--- config.mk ---
export PLATFORM = sky130hd
export DESIGN_NAME = prog_loader_flat
export DESIGN_NICKNAME = d
export VERILOG_FILES = /design/src/rtl/prog_loader_pkg.sv /design/src/rtl/prog_loader_if.sv /design/src/rtl/prog_loader_word_assembler.sv /design/src/rtl/prog_loader.sv /design/src/flat_wrapper.sv
export SDC_FILE = /design/constraint.sdc
export NUM_CORES = 1
export LEC_CHECK = 0
export BUFFER_PORTS_ARGS = -buffer_cell sky130_fd_sc_hd__clkbuf_2
export CAP_MARGIN = 10
export CORE_MARGIN = 2
export CORE_UTILIZATION = 45
export CTS_CLUSTER_SIZE = 8
export DETAILED_ROUTE_END_ITERATION = 16
export GPL_TIMING_DRIVEN = 0
export PLACE_DENSITY = 0.65
export SYNTH_ARGS = -nofsm -noshare
export SYNTH_HDL_FRONTEND = slang
export SYNTH_SLANG_ARGS = --single-unit
--- constraint.sdc ---
create_clock -name clk -period 3.4 [get_ports clk]
set_clock_uncertainty 0.05 [all_clocks]
set_input_delay 0.17 -clock clk [delete_from_list [all_inputs] [get_ports clk]]
set_output_delay 0.17 -clock clk [all_outputs]
set_load 0.02 [all_outputs]
--- src/rtl/prog_loader_pkg.sv ---
// Shared types and constants for the program loader: FSM states, error codes
// and frame layout.
package prog_loader_pkg;

    typedef enum logic [2:0] {
        IDLE,
        LEN0,
        LEN1,
        DATA,
        CHECK,
        DONE,
        ERROR
    } state_t;

    typedef enum logic [1:0] {
        ERR_NONE = 2'b00,
        ERR_LEN  = 2'b01,
        ERR_SUM  = 2'b10
    } err_t;

    // Number of length bytes that precede the data payload in a frame.
    localparam int HDR_LEN = 2;

endpackage

--- src/rtl/prog_loader_if.sv ---
// Byte stream in and word write port out of the program loader.
// The slave modport is the loader's view; master is the source/memory side.
interface prog_loader_if;
    logic        in_valid;
    logic [7:0]  in_data;
    logic        in_ready;
    logic        mem_we;
    logic [31:0] mem_addr;
    logic [31:0] mem_wd;

    modport master (
        output in_valid,
        output in_data,
        input  in_ready,
        input  mem_we,
        input  mem_addr,
        input  mem_wd
    );

    modport slave (
        input  in_valid,
        input  in_data,
        output in_ready,
        output mem_we,
        output mem_addr,
        output mem_wd
    );
endinterface

--- src/rtl/prog_loader_word_assembler.sv ---
// Packs four stream bytes, least significant first, into a 32-bit word and
// raises word_valid_o for one cycle after the fourth byte lands.
module word_assembler (
    input  logic        clk,
    input  logic        reset,
    input  logic        clear_i,
    input  logic        byte_valid_i,
    input  logic [7:0]  byte_i,
    output logic        last_byte_o,
    output logic        word_valid_o,
    output logic [31:0] word_o
);
    logic [1:0]  idx_q;
    logic [23:0] shift_q;
    logic [31:0] word_q;
    logic        word_valid_q;

    // Finished words live in a separate register so mem_wd does not move
    // while the next word is being collected.
    always_ff @(posedge clk) begin
        if (!reset) begin
            idx_q        <= 2'd0;
            shift_q      <= 24'd0;
            word_q       <= 32'd0;
            word_valid_q <= 1'b0;
        end else begin
            word_valid_q <= 1'b0;
            if (clear_i) begin
                idx_q   <= 2'd0;
                shift_q <= 24'd0;
                word_q  <= 32'd0;
            end else if (byte_valid_i) begin
                idx_q <= idx_q + 2'd1;
                if (idx_q == 2'd3) begin
                    word_q       <= {byte_i, shift_q};
                    word_valid_q <= 1'b1;
                end else begin
                    shift_q <= {byte_i, shift_q[23:8]};
                end
            end
        end
    end

    assign last_byte_o  = (idx_q == 2'd3);
    assign word_valid_o = word_valid_q;
    assign word_o       = word_q;
endmodule

--- src/rtl/prog_loader.sv ---
// Framed byte-stream loader: length header, little-endian words, checksum.
// Writes words to the core's memory and releases cpu_reset on a verified frame.
module prog_loader
    import prog_loader_pkg::*;
#(
    parameter int          MEM_WORDS = 64,
    parameter logic [31:0] BASE_ADDR = 32'h0
) (
    input  logic               clk,
    input  logic               reset,
    input  logic               start,
    prog_loader_if.slave       bus,
    output logic               cpu_reset,
    output logic               busy,
    output logic               done,
    output logic [1:0]         error
);
    state_t      state_q, state_d;
    err_t        err_q, err_d;
    logic [15:0] n_q, n_d;
    logic [15:0] wcnt_q, wcnt_d;
    logic [7:0]  sum_q, sum_d;
    logic [31:0] addr_q, addr_d;

    logic        xfer;
    logic        asm_clear;
    logic        asm_byte;
    logic        asm_last;
    logic [15:0] n_full;
    logic [7:0]  sum_final;

    assign busy         = (state_q == LEN0) || (state_q == LEN1) ||
                          (state_q == DATA) || (state_q == CHECK);
    assign bus.in_ready = busy;
    assign xfer         = bus.in_valid && busy;
    assign n_full       = {bus.in_data, n_q[7:0]};
    assign sum_final    = sum_q + bus.in_data;

    word_assembler u_asm (
        .clk          (clk),
        .reset        (reset),
        .clear_i      (asm_clear),
        .byte_valid_i (asm_byte),
        .byte_i       (bus.in_data),
        .last_byte_o  (asm_last),
        .word_valid_o (bus.mem_we),
        .word_o       (bus.mem_wd)
    );

    always_comb begin
        state_d   = state_q;
        err_d     = err_q;
        n_d       = n_q;
        wcnt_d    = wcnt_q;
        sum_d     = sum_q;
        addr_d    = addr_q;
        asm_clear = 1'b0;
        asm_byte  = 1'b0;

        case (state_q)
            IDLE, DONE, ERROR: begin
                if (start) begin
                    state_d   = LEN0;
                    err_d     = ERR_NONE;
                    wcnt_d    = 16'd0;
                    sum_d     = 8'd0;
                    asm_clear = 1'b1;
                end
            end
            LEN0: begin
                if (xfer) begin
                    n_d     = {8'd0, bus.in_data};
                    state_d = LEN1;
                end
            end
            LEN1: begin
                if (xfer) begin
                    n_d = n_full;
                    if ({16'd0, n_full} > 32'(MEM_WORDS)) begin
                        state_d = ERROR;
                        err_d   = ERR_LEN;
                    end else if (n_full == 16'd0) begin
                        state_d = CHECK;
                    end else begin
                        state_d = DATA;
                    end
                end
            end
            DATA: begin
                if (xfer) begin
                    asm_byte = 1'b1;
                    sum_d    = sum_final;
                    // Address is registered on the same edge the assembler
                    // latches the word, so both appear together with mem_we.
                    if (asm_last) begin
                        addr_d = BASE_ADDR + {14'd0, wcnt_q, 2'b00};
                        wcnt_d = wcnt_q + 16'd1;
                        if (wcnt_q == n_q - 16'd1) begin
                            state_d = CHECK;
                        end
                    end
                end
            end
            CHECK: begin
                if (xfer) begin
                    if (sum_final == 8'd0) begin
                        state_d = DONE;
                    end else begin
                        state_d = ERROR;
                        err_d   = ERR_SUM;
                    end
                end
            end
            default: state_d = IDLE;
        endcase
    end

    always_ff @(posedge clk) begin
        if (!reset) begin
            state_q <= IDLE;
            err_q   <= ERR_NONE;
            n_q     <= 16'd0;
            wcnt_q  <= 16'd0;
            sum_q   <= 8'd0;
            addr_q  <= BASE_ADDR;
        end else begin
            state_q <= state_d;
            err_q   <= err_d;
            n_q     <= n_d;
            wcnt_q  <= wcnt_d;
            sum_q   <= sum_d;
            addr_q  <= addr_d;
        end
    end

    assign bus.mem_addr = addr_q;
    assign cpu_reset    = (state_q != DONE);
    assign done         = (state_q == DONE);
    assign error        = err_q;
endmodule

--- src/flat_wrapper.sv ---
// flat-port wrapper written by rule: the top's interface ports become plain ports
module prog_loader_flat import prog_loader_pkg::*;
#(
    parameter int          MEM_WORDS = 64,
    parameter logic [31:0] BASE_ADDR = 32'h0
)
  (clk, reset, start, cpu_reset, busy, done, error, bus_in_valid, bus_in_data, bus_in_ready, bus_mem_we, bus_mem_addr, bus_mem_wd);
  prog_loader_if bus_i ();
  input  logic clk;
  input  logic reset;
  input  logic start;
  output logic cpu_reset;
  output logic busy;
  output logic done;
  output logic [1:0] error;
  input wire logic [$bits(bus_i.in_valid)-1:0] bus_in_valid;
  input wire logic [$bits(bus_i.in_data)-1:0] bus_in_data;
  output wire logic [$bits(bus_i.in_ready)-1:0] bus_in_ready;
  output wire logic [$bits(bus_i.mem_we)-1:0] bus_mem_we;
  output wire logic [$bits(bus_i.mem_addr)-1:0] bus_mem_addr;
  output wire logic [$bits(bus_i.mem_wd)-1:0] bus_mem_wd;
  assign bus_i.in_valid = bus_in_valid;
  assign bus_i.in_data = bus_in_data;
  assign bus_in_ready = bus_i.in_ready;
  assign bus_mem_we = bus_i.mem_we;
  assign bus_mem_addr = bus_i.mem_addr;
  assign bus_mem_wd = bus_i.mem_wd;
  prog_loader #(.MEM_WORDS(MEM_WORDS), .BASE_ADDR(BASE_ADDR)) u_core (.clk(clk), .reset(reset), .start(start), .bus(bus_i), .cpu_reset(cpu_reset), .busy(busy), .done(done), .error(error));
endmodule
# Word-level counts from Yosys, hierarchy flattened
# Index checks and enable logic that the tools add are counted.
# Widths: inputs -> output; s select.
# totals
regBits,120
inputBits,12
output_inout_bits,71
elab_cells,92
# op_classes
add_sub_neg,4
n_lt_le_gt_ge,1
eq_ne,18
muxes,32
n_bitwise,4
reduce_logical,22
# op_table
cell,count
$mux 16,5
$pmux 16 s2,2
$mux 3,9
$add 16x1->16 const B,1
$eq 16x16->1,1
$gt 16x7->1 const B,1
$logic_not 16->1,1
$mux 8,2
$pmux 8 s2,1
$sub 16x1->16 const B,1
$pmux 3 s5,1
$mux 2,6
$reduce_and 3->1,4
$ne 2x1->1 const B,5
$eq 3x3->1 const B,3
$add 8x8->8,1
$logic_not 8->1,1
$ne 2x2->1 const B,4
$reduce_and 7->1,1
$eq 3x2->1 const B,2
$pmux 2 s3,1
$reduce_and 6->1,1
$reduce_or 3->1,2
$mux 1,5
other kinds (13),20

# Longest topological paths before layout
# depth
ltp_word,9
ltp_mapped,10

# Cells and area by module
# Synthesis repeated with hierarchy kept, for this count alone.
# unflattened
cells_unflattened,727
hier_area_um2,5888.1
# modules_own_cells
mod,instances,cells_per_inst,area_per_inst_um2,seq_area_each_um2
prog_loader,1,469,3701.0,1221.2
word_assembler,1,258,2187.1,1181.1

# Least setup slack after synthesis
# OpenSTA, ideal clock, no wires.
# synth_timing
kind,reg-to-reg
start,register u_core.n_q[0]
end,register u_core.state_q[0]
setup_ns,0.070
arrival_ns,2.800
t_required_ns,3.280
setup_slack_ns,0.479
stages_incl_launch_ff,11
path_cell_list,dfxtp_1 -> inv_1 -> ha_1 -> or4b_4 -> o21a_1 -> or4b_1 -> and3_4 -> nor4_4 -> a31oi_1 -> or4_1 -> a21oi_1
# synth_between
elab_chain_cells,5
word_cells_on_any_way,10
classes_between,add/sub (1); order compare (1); eq/ne (2); mux (4); reduce/logical (2)
# synth_lines
element,line_no,text
from (decl),prog_loader.sv:20,"logic [15:0] n_q, n_d;"
from (signal assigned),prog_loader.sv:129,n_q <= n_d;
branches (longest 5 deep; another with $sub 16x1->16),n/a,
to (signal assigned),prog_loader.sv:127,state_q <= state_d;
to (decl),prog_loader.sv:18,"state_t state_q, state_d;"
# Several ways; the timed one is not identified. The select of a mux whose other input is x is not followed.
# A chain may end at the register's enable or synchronous reset.

# Final worst setup path
# Same ends and word-level chain as after synthesis.

==> results.md <==
Synthesis:
- The sequential element share of the synthesized area is 0.430.
- Averaged over all synthesized cells, the footprint is 7.79 um2.
- The synthesized-area fraction occupied by ao, oa, aoi and oai cells was 0.149.
- For this run, asynchronously set or reset flops after synthesis account for 0.
- Measured against the total synthesized area, the mux share comes to 0.0134.
- The count of distinct cell types in the synthesized netlist is 56.
- The number of flops mapped to enable cells by yosys is 0.
- Of the total synthesized cell area, the portion taken by XOR and XNOR cells is 0.0690.
- Sorting the synthesized cells by area gives the leading types as dfxtp_1 43%, nand2_1 12%, a21oi_1 8.5%, nor2_1 4.2%, xor2_1 3.8%.
- dfxtp_1 takes more of the synthesized area than any other cell.
- The synthesized design contains 120 register bits.
- The gate count of the mapped netlist is 717.
- Summing every instance area after synthesis gives 0.00559 mm2.
- The dominant synthesized flop cell is dfxtp_1.
- The share of synthesized area in the top cell type comes to 0.430.
- The main combinational cell family by area after synthesis is simple AND/OR/NAND/NOR gates.
- The share of synthesized cell area in and, or, nand and nor gates is 0.256.
- The Yosys step of the flow raised 0 warnings.
- The area share of fa/ha/maj cells after synthesis is 0.0260.

STA:
- The peak clock frequency supported by timing is 0.315 GHz.
- The count of endpoints failing setup in the final report is 0.
- Setup repair after global routing left no endpoint under its margin.
- The accumulated negative setup slack is 0 ns.
- In the finished design, the share of the clock period the worst path needs comes to 0.934.
- The count of pins over their slew limit is 0.
- At the pin with the least slew margin, the transition time is 0.731 ns.
- The headroom to the max-slew limit is 0.513.
- The final period demand of the worst path is 3.18 ns.
- The number of hold violations in the final report came to 0.

Setup path:
- The type of destination of the critical path is a register.
- The kind of launch point of the worst setup path is a register.
- STA puts the critical path data arrival time at 3.47 ns.
- The maximum fanout count along the critical path is 5.
- At the worst endpoint, the required time is 3.69 ns.
- The critical path start-end classification is reg -> reg.

Cells and area:
- Compared with the post-synthesis result, the final layout area differs by 21.9%.
- In the final layout, the share of cells above drive strength 1 is 0.155.
- Fill cells in the final layout number 1,150.
- Once layout is complete, the utilization of the core stands at 0.565.
- The count of nets after finishing is 840.
- The number of antenna diodes in the final layout is 0.

Drt:
- The antenna violation net count after detailed routing is 0.
- For this block, the routed nets add up to 14,600 um of wire.
- After detailed routing, the number of vias per cell comes to 5.31.
- Dividing the detail-routed wire length by the instance count gives 14.6 um.
- In the routed design, unresolved DRC markers number 0.
- For this block, the initial DRC count from the detailed router was 364.
- The pre-antenna-repair detailed-routing pass consisted of 5 iterations.
- The detailed router placed 5,304 vias in this run.

Die:
- The floorplan step set the die height to 115 um.
- The die covers 0.0133 mm2.
- The floorplan has 40 rows.
- The region available for standard cell placement spans 0.0121 mm2.
- For this design the top-level I/O count stands at 83.
- The initial utilization of the core area, before any placement, comes to 0.463.
- The die span in x is 115 um.

Pwr:
- Overall power consumption after layout is estimated at 4.35 mW.
- Summed over all cells, the static leakage comes to 2.61 nW.
- Across the VDD grid, the largest voltage drop is 0.310 mV.
- The power per cell area is 639 mW/mm2.

Placement:
- Routability-driven placement finished with a final weighted congestion of 0.925.
- The number of input and output port buffers inserted is 65.
- The total half-perimeter wirelength after legalization and detailed placement is 10,600 um.

Clock network:
- The clock sink total is 120.
- The CTS tree is done.
- For the worst-skew pair, the clock arrives at the later sink with an insertion delay of 0.42 ns.
- Clock tree synthesis selected as its root buffer the cell clkbuf_16.
- Counting the buffers created by CTS gives 17.
- The post-CTS setup repair buffer count is 0.
- The number of levels the H-tree was split into is 4.
- The largest buffer count on any clock path is 2.
- The clock transition at the register clock pins on the worst setup and hold paths after CTS is 0.06 ns.

Outcome:
- The run finished with clean final reports.

GRT:
- Across every metal layer, demand over resource in global routing totals 0.224.
- The via count of the first global-routing pass was 4,779.
- The pin count of the biggest net entering global routing is 17.
- The first global-routing pass estimated 23,200 um of wire.
- The number of antenna violations at the first check in global routing was 0.
- The total global routing overflow is 0.

Min path:
- The kind of path behind the tightest hold check is in -> reg.

Job:
- The number of maximum-capacitance violations is 0.
## registers in the layout, indices dropped and copies added (netlist names)
register	cells
u_core.sum_q	8
u_core.state_q	3
u_core.u_asm.word_valid_o	1
u_core.u_asm.word_o	32
u_core.u_asm.shift_q	24
u_core.n_q	16
u_core.error	2
u_core.u_asm.idx_q	2
u_core.wcnt_q	16
u_core.bus.mem_addr	16
## cell usage in the layout (no fill, tap or decap), types with 10 or more instances in the layout
cell type,instances
nor2b_1,15
dfxtp_1,120
nand3_1,11
xnor2_1,20
nor3_1,11
xor2_1,24
clkbuf_2,65
clkbuf_1,39
a31oi_1,11
o21ai_0,14
a21oi_1,95
buf_4,17
nor2_1,61
clkbuf_16,17
nand2_1,181
conb_1,16
ha_1,10
## worst max-delay path, cell delays in order (launching register included)
cell	delay, ns
dfxtp_1	0.34
inv_1	0.07
ha_1	0.20
or4b_4	0.52
o21a_1	0.24
or4b_1	0.51
and3_4	0.20
nor4_4	0.24
a31oi_1	0.18
or4_1	0.42
a21oi_1	0.13
## path summary, 6_finish.rpt
path                                   startpoint                              endpoint  slack, ns  depth (start not counted)
min reg2reg  u_core.u_asm.shift_q[7]$_SDFFE_PP0P_  u_core.u_asm.shift_q[7]$_SDFFE_PP0P_       0.40                          2
min                                bus_in_data[0]  u_core.u_asm.word_o[24]$_SDFFE_PP0P_       0.06                          3
max reg2reg            u_core.n_q[0]$_SDFFE_PN0P_        u_core.state_q[0]$_SDFFE_PN0P_       0.22                         10
max                    u_core.n_q[0]$_SDFFE_PN0P_        u_core.state_q[0]$_SDFFE_PN0P_       0.22                         10
## cell families after synthesis
group,count (synthesis)
buffers and inverters,66
adder cells (fa/ha/maj),11
multiplexers,6
XOR/XNOR,44
other,1
AND/OR/NAND/NOR,322
flip-flops,120
AO/OA/AOI/OAI,147
## what timing repair did
| action | in CTS | in global routing |
|---|---|---|
| endpoints found under the setup margin | 0 | 7 |
| gates resized for setup | 0 | 1 |
| endpoints found under the hold margin | 2 | 0 |
| hold buffers | 1 | 0 |
## metal layers
metal,share of wire,wire length (um),vias to the layer above,track usage
li1,-,-,2596,-
met1,0.46,6660,2496,0.291
met2,0.46,6690,181,0.359
met3,0.058,842,31,0.0465
met4,0.026,375,0,0.104
met5,0,0,-,0
## cell usage after synthesis (2+ instances only)
| master | count |
|---|---|
| a211oi_1 | 4 |
| a21oi_1 | 95 |
| a22oi_1 | 7 |
| a31oi_1 | 11 |
| and3_1 | 4 |
| buf_2 | 2 |
| buf_4 | 17 |
| clkbuf_1 | 39 |
| dfxtp_1 | 120 |
| ha_1 | 10 |
| inv_1 | 5 |
| inv_2 | 2 |
| mux2_2 | 2 |
| mux2i_1 | 3 |
| nand2_1 | 181 |
| nand2b_1 | 8 |
| nand3_1 | 11 |
| nand4_1 | 7 |
| nor2_1 | 62 |
| nor2b_1 | 15 |
| nor3_1 | 11 |
| nor3b_1 | 3 |
| nor4_1 | 4 |
| o21a_1 | 2 |
| o21ai_0 | 14 |
| o22ai_1 | 2 |
| o31ai_1 | 2 |
| or3_1 | 3 |
| or4_1 | 2 |
| xnor2_1 | 20 |
| xor2_1 | 24 |
## layout make-up
| cell class | instances | area [um2] | share of cell area |
|---|---|---|---|
| multi-input cells | 546 | 2930 | 0.430 |
| flip-flops and latches | 120 | 2400 | 0.353 |
| clock buffers | 19 | 453 | 0.0665 |
| repair buffers | 66 | 335 | 0.0492 |
| plain buffers | 59 | 288 | 0.0423 |
| well taps | 168 | 210 | 0.0309 |
| clock inverters | 13 | 168 | 0.0246 |
| inverters | 7 | 26.3 | 0.00386 |
## report_power, final
part | switching (mW) | internal [mW]
Sequential | 0.0328 | 1.45
Combinational | 0.649 | 0.358
Clock | 0.667 | 1.20
## per-stage QoR
step           cells  hold slack [ns]  cell area (um2)  setup WS, ns
2_1_floorplan    732            0.238             5640         0.479
3_3_place_gp     965            0.391             6180         0.288
5_1_grt          998           0.0619             6810        0.0867
3_5_place_dp     965            0.396             6180         0.249
4_1_cts          998           0.0406             6810         0.245
6_report         998           0.0572             6810         0.223
Note: power is estimated with default switching activity, not from simulation.
